===== src/rtl/alu_pkg.sv =====
// Shared definitions for the ALU execution unit: datapath widths, op codes,
// and the request/response bundles carried between pipeline stages.
package alu_pkg;

    localparam int unsigned WIDTH = 16;
    localparam int unsigned TAG_W = 4;

    localparam logic [2:0] OP_AND = 3'd0;
    localparam logic [2:0] OP_OR  = 3'd1;
    localparam logic [2:0] OP_ADD = 3'd2;
    localparam logic [2:0] OP_SLL = 3'd3;
    localparam logic [2:0] OP_SRA = 3'd4;
    localparam logic [2:0] OP_SUB = 3'd6;
    localparam logic [2:0] OP_SLT = 3'd7;

    typedef struct packed {
        logic [2:0]       op;
        logic [WIDTH-1:0] a;
        logic [WIDTH-1:0] b;
        logic [TAG_W-1:0] tag;
    } alu_req_t;

    typedef struct packed {
        logic [WIDTH-1:0] result;
        logic             zero;
        logic             ovf;
        logic             err;
        logic [TAG_W-1:0] tag;
    } alu_rsp_t;

endpackage


===== src/rtl/alu_exec_unit_if.sv =====
// Request/response handshake bundle of the ALU execution unit.
// slave  : the execution unit (accepts requests, produces responses)
// master : the requester / consumer side
interface alu_exec_unit_if
    import alu_pkg::*;
();
    logic             in_valid;
    logic             in_ready;
    logic [2:0]       in_op;
    logic [WIDTH-1:0] in_a;
    logic [WIDTH-1:0] in_b;
    logic [TAG_W-1:0] in_tag;

    logic             out_valid;
    logic             out_ready;
    logic [WIDTH-1:0] out_result;
    logic             out_zero;
    logic             out_ovf;
    logic             out_err;
    logic [TAG_W-1:0] out_tag;

    modport slave (
        input  in_valid, in_op, in_a, in_b, in_tag, out_ready,
        output in_ready, out_valid, out_result, out_zero, out_ovf, out_err, out_tag
    );

    modport master (
        output in_valid, in_op, in_a, in_b, in_tag, out_ready,
        input  in_ready, out_valid, out_result, out_zero, out_ovf, out_err, out_tag
    );

endinterface


===== src/rtl/alu_func.sv =====
// Purely combinational ALU function evaluated between S1 and S2.
// Build option: define ALU_SHIFT_EN to enable op 3 (SLL) and op 4 (SRA);
// otherwise those codes take the illegal-op path.
module alu_func
    import alu_pkg::*;
(
    input  logic [2:0]       i_op,
    input  logic [WIDTH-1:0] i_a,
    input  logic [WIDTH-1:0] i_b,
    output logic [WIDTH-1:0] o_result,
    output logic             o_zero,
    output logic             o_ovf,
    output logic             o_err
);
    localparam int unsigned SHAMT_W = $clog2(WIDTH);

    logic [WIDTH-1:0] w_sum;
    logic [WIDTH-1:0] w_diff;
    logic             w_lt;

    assign w_sum  = i_a + i_b;
    assign w_diff = i_a - i_b;
    assign w_lt   = ($signed(i_a) < $signed(i_b));

    // Select the result for the op; unknown codes report err with a zero result.
    always_comb begin
        o_result = '0;
        o_ovf    = 1'b0;
        o_err    = 1'b0;
        case (i_op)
            OP_AND: o_result = i_a & i_b;
            OP_OR:  o_result = i_a | i_b;
            OP_ADD: begin
                o_result = w_sum;
                // Same-sign operands whose sum flips sign overflowed.
                o_ovf    = (i_a[WIDTH-1] == i_b[WIDTH-1]) && (w_sum[WIDTH-1] != i_a[WIDTH-1]);
            end
            OP_SUB: begin
                o_result = w_diff;
                // Opposite-sign operands whose difference leaves a's sign overflowed.
                o_ovf    = (i_a[WIDTH-1] != i_b[WIDTH-1]) && (w_diff[WIDTH-1] != i_a[WIDTH-1]);
            end
            OP_SLT: o_result = {{(WIDTH-1){1'b0}}, w_lt};
`ifdef ALU_SHIFT_EN
            OP_SLL: o_result = i_a << i_b[SHAMT_W-1:0];
            OP_SRA: o_result = $signed(i_a) >>> i_b[SHAMT_W-1:0];
`endif
            default: o_err = 1'b1;
        endcase
        o_zero = !o_err && (o_result == '0);
    end

endmodule


===== src/rtl/alu_exec_unit.sv =====
// Two-stage handshaked ALU execution unit.
// S1 holds the accepted request, S2 holds the computed response and drives
// the out_* ports directly. Full backpressure, one op per cycle, in order.
// Build option ALU_SHIFT_EN (handled inside alu_func) adds SLL/SRA.
module alu_exec_unit
    import alu_pkg::*;
(
    input  logic           clk,
    input  logic           rst,
    alu_exec_unit_if.slave bus
);
    logic     r_s1_valid;
    alu_req_t r_s1_req;
    logic     r_out_valid;
    alu_rsp_t r_out_rsp;

    logic             w_adv2;
    logic             w_in_ready;
    logic             w_accept;
    logic [WIDTH-1:0] w_result;
    logic             w_zero;
    logic             w_ovf;
    logic             w_err;

    // S2 can take new data when empty or being drained this cycle; S1 can
    // accept when empty or moving into S2 on the same edge.
    assign w_adv2     = !r_out_valid || bus.out_ready;
    assign w_in_ready = !r_s1_valid || w_adv2;
    assign w_accept   = bus.in_valid && w_in_ready;

    alu_func u_alu_func (
        .i_op     (r_s1_req.op),
        .i_a      (r_s1_req.a),
        .i_b      (r_s1_req.b),
        .o_result (w_result),
        .o_zero   (w_zero),
        .o_ovf    (w_ovf),
        .o_err    (w_err)
    );

    // S1: capture a request on accept, otherwise empty once it has moved on.
    always_ff @(posedge clk or posedge rst) begin
        if (rst) begin
            r_s1_valid <= 1'b0;
            r_s1_req   <= '0;
        end else if (w_accept) begin
            r_s1_valid <= 1'b1;
            r_s1_req   <= '{op: bus.in_op, a: bus.in_a, b: bus.in_b, tag: bus.in_tag};
        end else if (w_adv2) begin
            r_s1_valid <= 1'b0;
        end
    end

    // S2: load the computed response when advancing; hold everything while stalled.
    always_ff @(posedge clk or posedge rst) begin
        if (rst) begin
            r_out_valid <= 1'b0;
            r_out_rsp   <= '0;
        end else if (w_adv2) begin
            r_out_valid <= r_s1_valid;
            if (r_s1_valid) begin
                r_out_rsp <= '{result: w_result, zero: w_zero, ovf: w_ovf,
                               err: w_err, tag: r_s1_req.tag};
            end
        end
    end

    assign bus.in_ready   = w_in_ready;
    assign bus.out_valid  = r_out_valid;
    assign bus.out_result = r_out_rsp.result;
    assign bus.out_zero   = r_out_rsp.zero;
    assign bus.out_ovf    = r_out_rsp.ovf;
    assign bus.out_err    = r_out_rsp.err;
    assign bus.out_tag    = r_out_rsp.tag;

endmodule


===== src/flat_wrapper.sv =====
// flat-port wrapper written by rule: the top's interface ports become plain ports
module alu_exec_unit_flat import alu_pkg::*;
  (clk, rst, bus_in_valid, bus_in_op, bus_in_a, bus_in_b, bus_in_tag, bus_out_ready, bus_in_ready, bus_out_valid, bus_out_result, bus_out_zero, bus_out_ovf, bus_out_err, bus_out_tag);
  alu_exec_unit_if bus_i ();
  input  logic clk;
  input  logic rst;
  input wire logic [$bits(bus_i.in_valid)-1:0] bus_in_valid;
  input wire logic [$bits(bus_i.in_op)-1:0] bus_in_op;
  input wire logic [$bits(bus_i.in_a)-1:0] bus_in_a;
  input wire logic [$bits(bus_i.in_b)-1:0] bus_in_b;
  input wire logic [$bits(bus_i.in_tag)-1:0] bus_in_tag;
  input wire logic [$bits(bus_i.out_ready)-1:0] bus_out_ready;
  output wire logic [$bits(bus_i.in_ready)-1:0] bus_in_ready;
  output wire logic [$bits(bus_i.out_valid)-1:0] bus_out_valid;
  output wire logic [$bits(bus_i.out_result)-1:0] bus_out_result;
  output wire logic [$bits(bus_i.out_zero)-1:0] bus_out_zero;
  output wire logic [$bits(bus_i.out_ovf)-1:0] bus_out_ovf;
  output wire logic [$bits(bus_i.out_err)-1:0] bus_out_err;
  output wire logic [$bits(bus_i.out_tag)-1:0] bus_out_tag;
  assign bus_i.in_valid = bus_in_valid;
  assign bus_i.in_op = bus_in_op;
  assign bus_i.in_a = bus_in_a;
  assign bus_i.in_b = bus_in_b;
  assign bus_i.in_tag = bus_in_tag;
  assign bus_i.out_ready = bus_out_ready;
  assign bus_in_ready = bus_i.in_ready;
  assign bus_out_valid = bus_i.out_valid;
  assign bus_out_result = bus_i.out_result;
  assign bus_out_zero = bus_i.out_zero;
  assign bus_out_ovf = bus_i.out_ovf;
  assign bus_out_err = bus_i.out_err;
  assign bus_out_tag = bus_i.out_tag;
  alu_exec_unit u_core (.clk(clk), .rst(rst), .bus(bus_i));
endmodule

===== config.mk =====
export PLATFORM = sky130hd
export DESIGN_NAME = alu_exec_unit_flat
export DESIGN_NICKNAME = d
export VERILOG_FILES = /design/src/rtl/alu_pkg.sv /design/src/rtl/alu_exec_unit_if.sv /design/src/rtl/alu_func.sv /design/src/rtl/alu_exec_unit.sv /design/src/flat_wrapper.sv
export SDC_FILE = /design/constraint.sdc
export NUM_CORES = 1
export LEC_CHECK = 0
export ABC_AREA = 1
export BUFFER_PORTS_ARGS = -buffer_cell sky130_fd_sc_hd__buf_4
export CORE_AREA = 10 10 113 115
export DETAILED_ROUTE_END_ITERATION = 12
export DIE_AREA = 0 0 123 125
export GPL_TIMING_DRIVEN = 0
export PLACE_DENSITY = 0.7
export SYNTH_ARGS = -nofsm -noshare
export SYNTH_HDL_FRONTEND = slang
export SYNTH_SLANG_ARGS = --single-unit

===== constraint.sdc =====
create_clock -name clk -period 2.4 [get_ports clk]
set_input_delay 0 -clock clk [delete_from_list [all_inputs] [get_ports clk]]
set_output_delay 0 -clock clk [all_outputs]
set_load 0.01 [all_outputs]

# After elaboration in Yosys (flattened, before gate mapping)
# Cells that the tools add are included.
[word_totals]
regBits = 64
output_inout_bits = 25
elab_cells = 42
[classes]
n_addsub = 2
order_cmp = 1
n_eq_ne = 8
mux = 5
bitwise_logic = 2
n_reduce_logical = 13
[op_table]
columns = ["operator", "n"]
rows = [
  ["$pmux 16 s5", 1],
  ["$add 16x16->16", 1],
  ["$and 16x16->16", 1],
  ["$logic_not 16->1", 1],
  ["$lt 16x16->1", 1],
  ["$or 16x16->16", 1],
  ["$sub 16x16->16", 1],
  ["$eq 3x3->1 const B", 2],
  ["$reduce_or 5->1", 1],
  ["$logic_and 1x1->1", 4],
  ["$eq 3x1->1 const B", 1],
  ["$eq 3x2->1 const B", 1],
  ["$logic_not 3->1", 1],
  ["$mux 1", 3],
  ["$ne 1x1->1", 3],
  ["$logic_not 1->1", 2],
  ["$logic_or 1x1->1", 2],
  ["$pmux 1 s2", 1],
  ["$reduce_and 2->1", 1],
  ["$reduce_bool 2->1", 1],
  ["$eq 1x1->1", 1],
]

# Logic depth before layout (Yosys ltp)
[logic_depth]
depth_word = 5
ltp_mapped = 18
mapped_depth_nobuf = 18

# Cells and area by module
# Synthesis repeated with hierarchy kept, for this count alone.
[hier_totals]
hier_cells = 838
hier_area_um2 = 5506.5
[by_module_without_submodules]
columns = ["mod", "n_inst", "cells_per_inst", "area_per_inst_um2"]
rows = [
  ["alu_func", 1, 561, 2979.1],
  ["alu_exec_unit", 1, 277, 2527.4],
]

# Least setup slack after synthesis
# Ideal clock, no wire load.
[synth_path]
kind = "reg-to-reg"
start = "reg u_core.r_s1_req[20] (netlist name)"
end = "reg u_core.r_out_rsp, in the netlist u_core.bus.out_zero"
setup_ns = 0.066
t_arrival_ns = 1.988
setup_slack_ns = 0.346
path_stages_with_launch = 18
period_less_slack_ns = 2.054
cell_sequence = "dfrtp_1 -> inv_1 -> ha_1 -> inv_1 -> fa_1 -> nand2_2 -> nand2_1 -> nand3_1 -> nand2_2 -> nor2_1 -> nor2_1 -> nor2_2 -> nand2_1 -> nor2_1 -> nand2_1 -> nor2_1 -> nand3_1 -> nand2_1"
[synth_via]
elab_chain_cells = 4
[synth_lines]
columns = ["element", "line", "text"]
rows = [
  ["start, declared", "alu_exec_unit.sv:13", "alu_req_t r_s1_req;"],
  ["start signal, assigned", "alu_exec_unit.sv:48", "r_s1_req <= '{op: bus.in_op, a: bus.in_a, b: bus.in_b, tag: bus.in_tag};"],
  ["$sub 16x16->16 (tied with other cells)", "alu_func.sv:22", "assign w_diff = i_a - i_b;"],
  ["$pmux 16 s5 *", "alu_func.sv:30", "case (i_op)"],
  ["$logic_not 16->1 *", "alu_func.sv:50", "o_zero = !o_err && (o_result == '0);"],
  ["$logic_and 1x1->1 *", "alu_func.sv:50", ""],
  ["end signal, assigned", "alu_exec_unit.sv:62", "r_out_rsp <= '{result: w_result, zero: w_zero, ovf: w_ovf,"],
  ["end, declared", "alu_exec_unit.sv:15", "alu_rsp_t r_out_rsp;"],
]
# Every way passes the cells marked *; elsewhere a longest branch is shown, timed or not.
# A chain may end at the register's enable or synchronous reset.

# Worst setup path after layout
# Ends and elaborated chain as after synthesis.

==> impl_metrics.csv <==
group,metric,value,unit
status,outcome,"finished clean",
place,port_buffers,67,
power,powerDensity,779.6,nW/µm²
global_route,grt_pass1_vias,5229,
place,gp_congestion,0.9104,
worst_setup_path,critical-path-top-delay-family,"simple AND/OR/NAND/NOR gates",
logic_synthesis,ys_seq_area_share,31.01,%
clock_network,insertion_delay,0.37,ns
worst_hold_path,min-delay-start,"bus_in_valid",
worst_setup_path,cp_cell_sequence,"ha_4, inv_1, fa_2, inv_2, nand3_1, nand2_2, nand3_1, nand3_1, nand2_1, nand2_1, nor2_1, nor2_1, nand2_1, nor2_1, nand3_1, nand2_1",
timing,finalCriticalPeriod,2.287,ns
final_layout,syn2layout_area_growth,28.03,%
global_route,grt_pass1_wl,26.73,mm
worst_setup_path,start_kind,"flop",
place,hpwl,12.66,mm
timing,setup_viol,0,
worst_hold_path,whs_path_depth,3,
worst_hold_path,hold_class,"in -> reg",
worst_setup_path,r2r_cells,16,
worst_setup_path,worstPathRequired,2.71,ns
timing,fmax,437.3,MHz
place,placed_cells,994,
global_route,grtUsageTotal,21.92,%
logic_synthesis,synth_fp_nets,881,
clock_network,cts_tree,"yes",
die,row_count,38,
detailed_routing,routed_wirelength,16.65,mm
die,dieArea,15380,µm²
logic_synthesis,synth_area_leaders,"dfrtp_1, nand2_1, ha_1",
power,seqPwrFrac,28.6,%
die,coreArea,10600,µm²
worst_setup_path,rrSetupSlack,0.11,ns
logic_synthesis,postSynthAreaPerCell,6.571,µm²
final_layout,final_util,62.37,%
worst_hold_path,hold_path_end,"u_core.r_s1_req[3]",
timing,setup_ws,0.1131,ns
global_route,grt_antenna_before_repair,0,
worst_setup_path,critPathCaptureType,"flop",
detailed_routing,drc,0,
detailed_routing,post_drt_wl_per_cell,15.74,µm
detailed_routing,dr_total_vias,5347,
logic_synthesis,yosys_most_used_dff,"dfrtp_1",
logic_synthesis,synth_largest_area_cell,"dfrtp_1",
final_layout,drive_above_1_share,17.43,%
final_layout,design_area,6613,µm²
timing,clock_skew,0.009567,ns
die,die_w,123,µm
detailed_routing,vias_per_cell,5.054,
clock_network,root_buffer,"clkbuf_8",
die,io_pins,68,
worst_setup_path,slowest_delay,0.42,ns
logic_synthesis,ys_ff_latch,64,
timing,tns,0,ns
detailed_routing,drtIter0Drc,291,
detailed_routing,ant_nets,0,
die,start_util,48.71,%
detailed_routing,firstDrtPassIters,7,
final_layout,finalNonFillerCells,1058,
power,clkPwrFrac,19.4,%
worst_setup_path,crit_slowest_cell,"dfrtp_1",
clock_network,cts_num_sinks,64,
worst_setup_path,reg2reg_from,"u_core.r_s1_req[20]",
logic_synthesis,synth-async-reset-ratio,100.0,%
worst_setup_path,crit_fanout,4,
flow_run,cap_violations,0,
power,ir_drop,597.3,µV
worst_setup_path,arrival,2.59,ns
logic_synthesis,syn_area,5165,µm²
global_route,grt-ovfl-total,0,
logic_synthesis,synth_top_area_share,31.01,%
clock_network,path_clk_slew,0.07,ns
logic_synthesis,synthCells,786,
logic_synthesis,yosysMostFrequentCell,"nand2_1",
logic_synthesis,synth_warnings,0,
place,place_worst_setup_slack,-0.07027,ns
logic_synthesis,ys_types,31,
die,die_y,125,µm
timing,slew_headroom,49.10,%
clock_network,cts.path.max_buffers,2,
power,leakage,3.632,nW
timing,period_share,95.29,%
worst_setup_path,crit_buf_inv,2,
worst_setup_path,path_class,"reg -> reg",
worst_setup_path,r2r-end,"u_core.bus.out_zero",
logic_synthesis,synth_edf_count,0,
global_route,grt_max_degree,38,
timing,holdWs,0.1342,ns
power,power_switching,2.328,mW
timing,rsz0062_at_grt,"yes",
clock_network,htreeDepth,3,
final_layout,n_antenna_cell,0,
power,p_int,2.827,mW
timing,hold_violations,0,
final_layout,fin_nets,1008,
timing,tightest_slew,0.7635,ns
place,dpl_cell_area,5863,µm²
logic_synthesis,yosys-top-cells-count,"nand2_1, inv_1, nor2_1, dfrtp_1, a21oi_1",
timing,drv_slew,0,
clock_network,cts_buffers,9,
power,total_power,5.155,mW
power,p_comb_share,52.1,%
power,switching_share,45.16,%
-- power by group through the flow --
stage                     logic (mW)  clock network (mW)  registers (mW)
after CTS                       2.60                1.01            1.47
after global placement          2.47                   0            1.47
after detailed placement        2.51                   0            1.49
final                           2.68               0.998            1.47
after global routing            3.01                1.06            1.50
after floorplan                 1.62                   0            1.52
-- worst reg2reg max path, delay by kind of cell, from the launching register on --
kind / cells / cell delay, ns
DFF: 1 / 0.42
buffers and inverters: 2 / 0.15
adders and majority gates: 2 / 0.56
and+or+nand+nor: 12 / 1.09
-- registers in the layout, indices dropped and copies added, names as in the netlist --
| name | flops |
|---|---|
| u_core.bus.out_err | 1 |
| u_core.bus.out_ovf | 1 |
| u_core.bus.out_result | 16 |
| u_core.bus.out_tag | 4 |
| u_core.bus.out_valid | 1 |
| u_core.bus.out_zero | 1 |
| u_core.r_s1_req | 39 |
| u_core.r_s1_valid | 1 |
-- worst max-delay path by stage --
stage	slack (ns)	startpoint	depth (start not counted)	to
after global routing	-0.06	u_core.r_s1_req[4]	15	u_core.bus.out_zero
final	0.11	u_core.r_s1_req[20]	16	u_core.bus.out_zero
after detailed placement	-0.07	u_core.r_s1_req[4]	16	u_core.bus.out_zero
after CTS	0.02	u_core.r_s1_req[20]	17	u_core.bus.out_zero
after global placement	-0.05	u_core.r_s1_req[4]	16	u_core.bus.out_zero
after floorplan	0.35	u_core.r_s1_req[20]	17	u_core.bus.out_zero
-- metal layers --
layer	wire (µm)	vias to the layer above	global-route usage [%]
met4	339	0	7.402
met5	0	-	0
met2	8433	148	37.44
met3	910	18	3.105
li1	-	2681	-
met1	6969	2500	27.47
-- cell usage in the layout, fill, tap and decap left out, types with 2 or more instances in the layout --
master           n
a21oi_1         53
a21oi_2          4
buf_1            3
buf_2            4
buf_4           80
buf_6            3
clkbuf_1        10
clkbuf_8        10
clkinv_2         2
dfrtp_1         63
dlygate4sd3_1   41
fa_2             2
ha_1            46
ha_2             2
ha_4             2
inv_1          120
inv_2           12
nand2_1        219
nand2_2         13
nand3_1         52
nand3_2          5
nand3b_1         5
nand4_1          4
nor2_1          97
nor2_2          12
nor3_1           2
o21ai_0         22
o21ai_1          4
o21bai_1         2
o22ai_1         10
xor2_1           2
-- logic make-up (layout without fill, tap and decap cells) --
kind of cell             count (synthesis)  after routing  synth area share (%)
AO/OA/AOI/OAI                           99             99                 10.22
XOR/XNOR                                 2              2                0.3392
adder cells (fa/ha/maj)                 52             52                 12.89
buffers and inverters                  158            290                 12.38
flip-flops                              64             64                 31.01
multiplexers                             1              1                0.2180
AND/OR/NAND/NOR                        410            410                 32.95
-- area by class of cell --
type / instances / area [µm²]
clock inverter: 5 / 56.30
clock buffer: 11 / 141.4
fill: 990 / 3990
buffer: 25 / 140.1
sequential: 64 / 1603
inverter: 133 / 501.7
multi-input combinational: 564 / 3005
tap: 140 / 175.2
timing repair buffer: 116 / 989.7
-- timing repair --
action | CTS | global route
pin swaps | 1 | 14
hold endpoints to repair | 68 | 0
gates cloned | 0 | 0
gates resized for setup | 6 | 30
setup buffers | 2 | 5
hold buffers | 41 | 0
endpoints found under the setup margin | 1 | 8
Note: power is estimated with default switching activity, not from simulation.
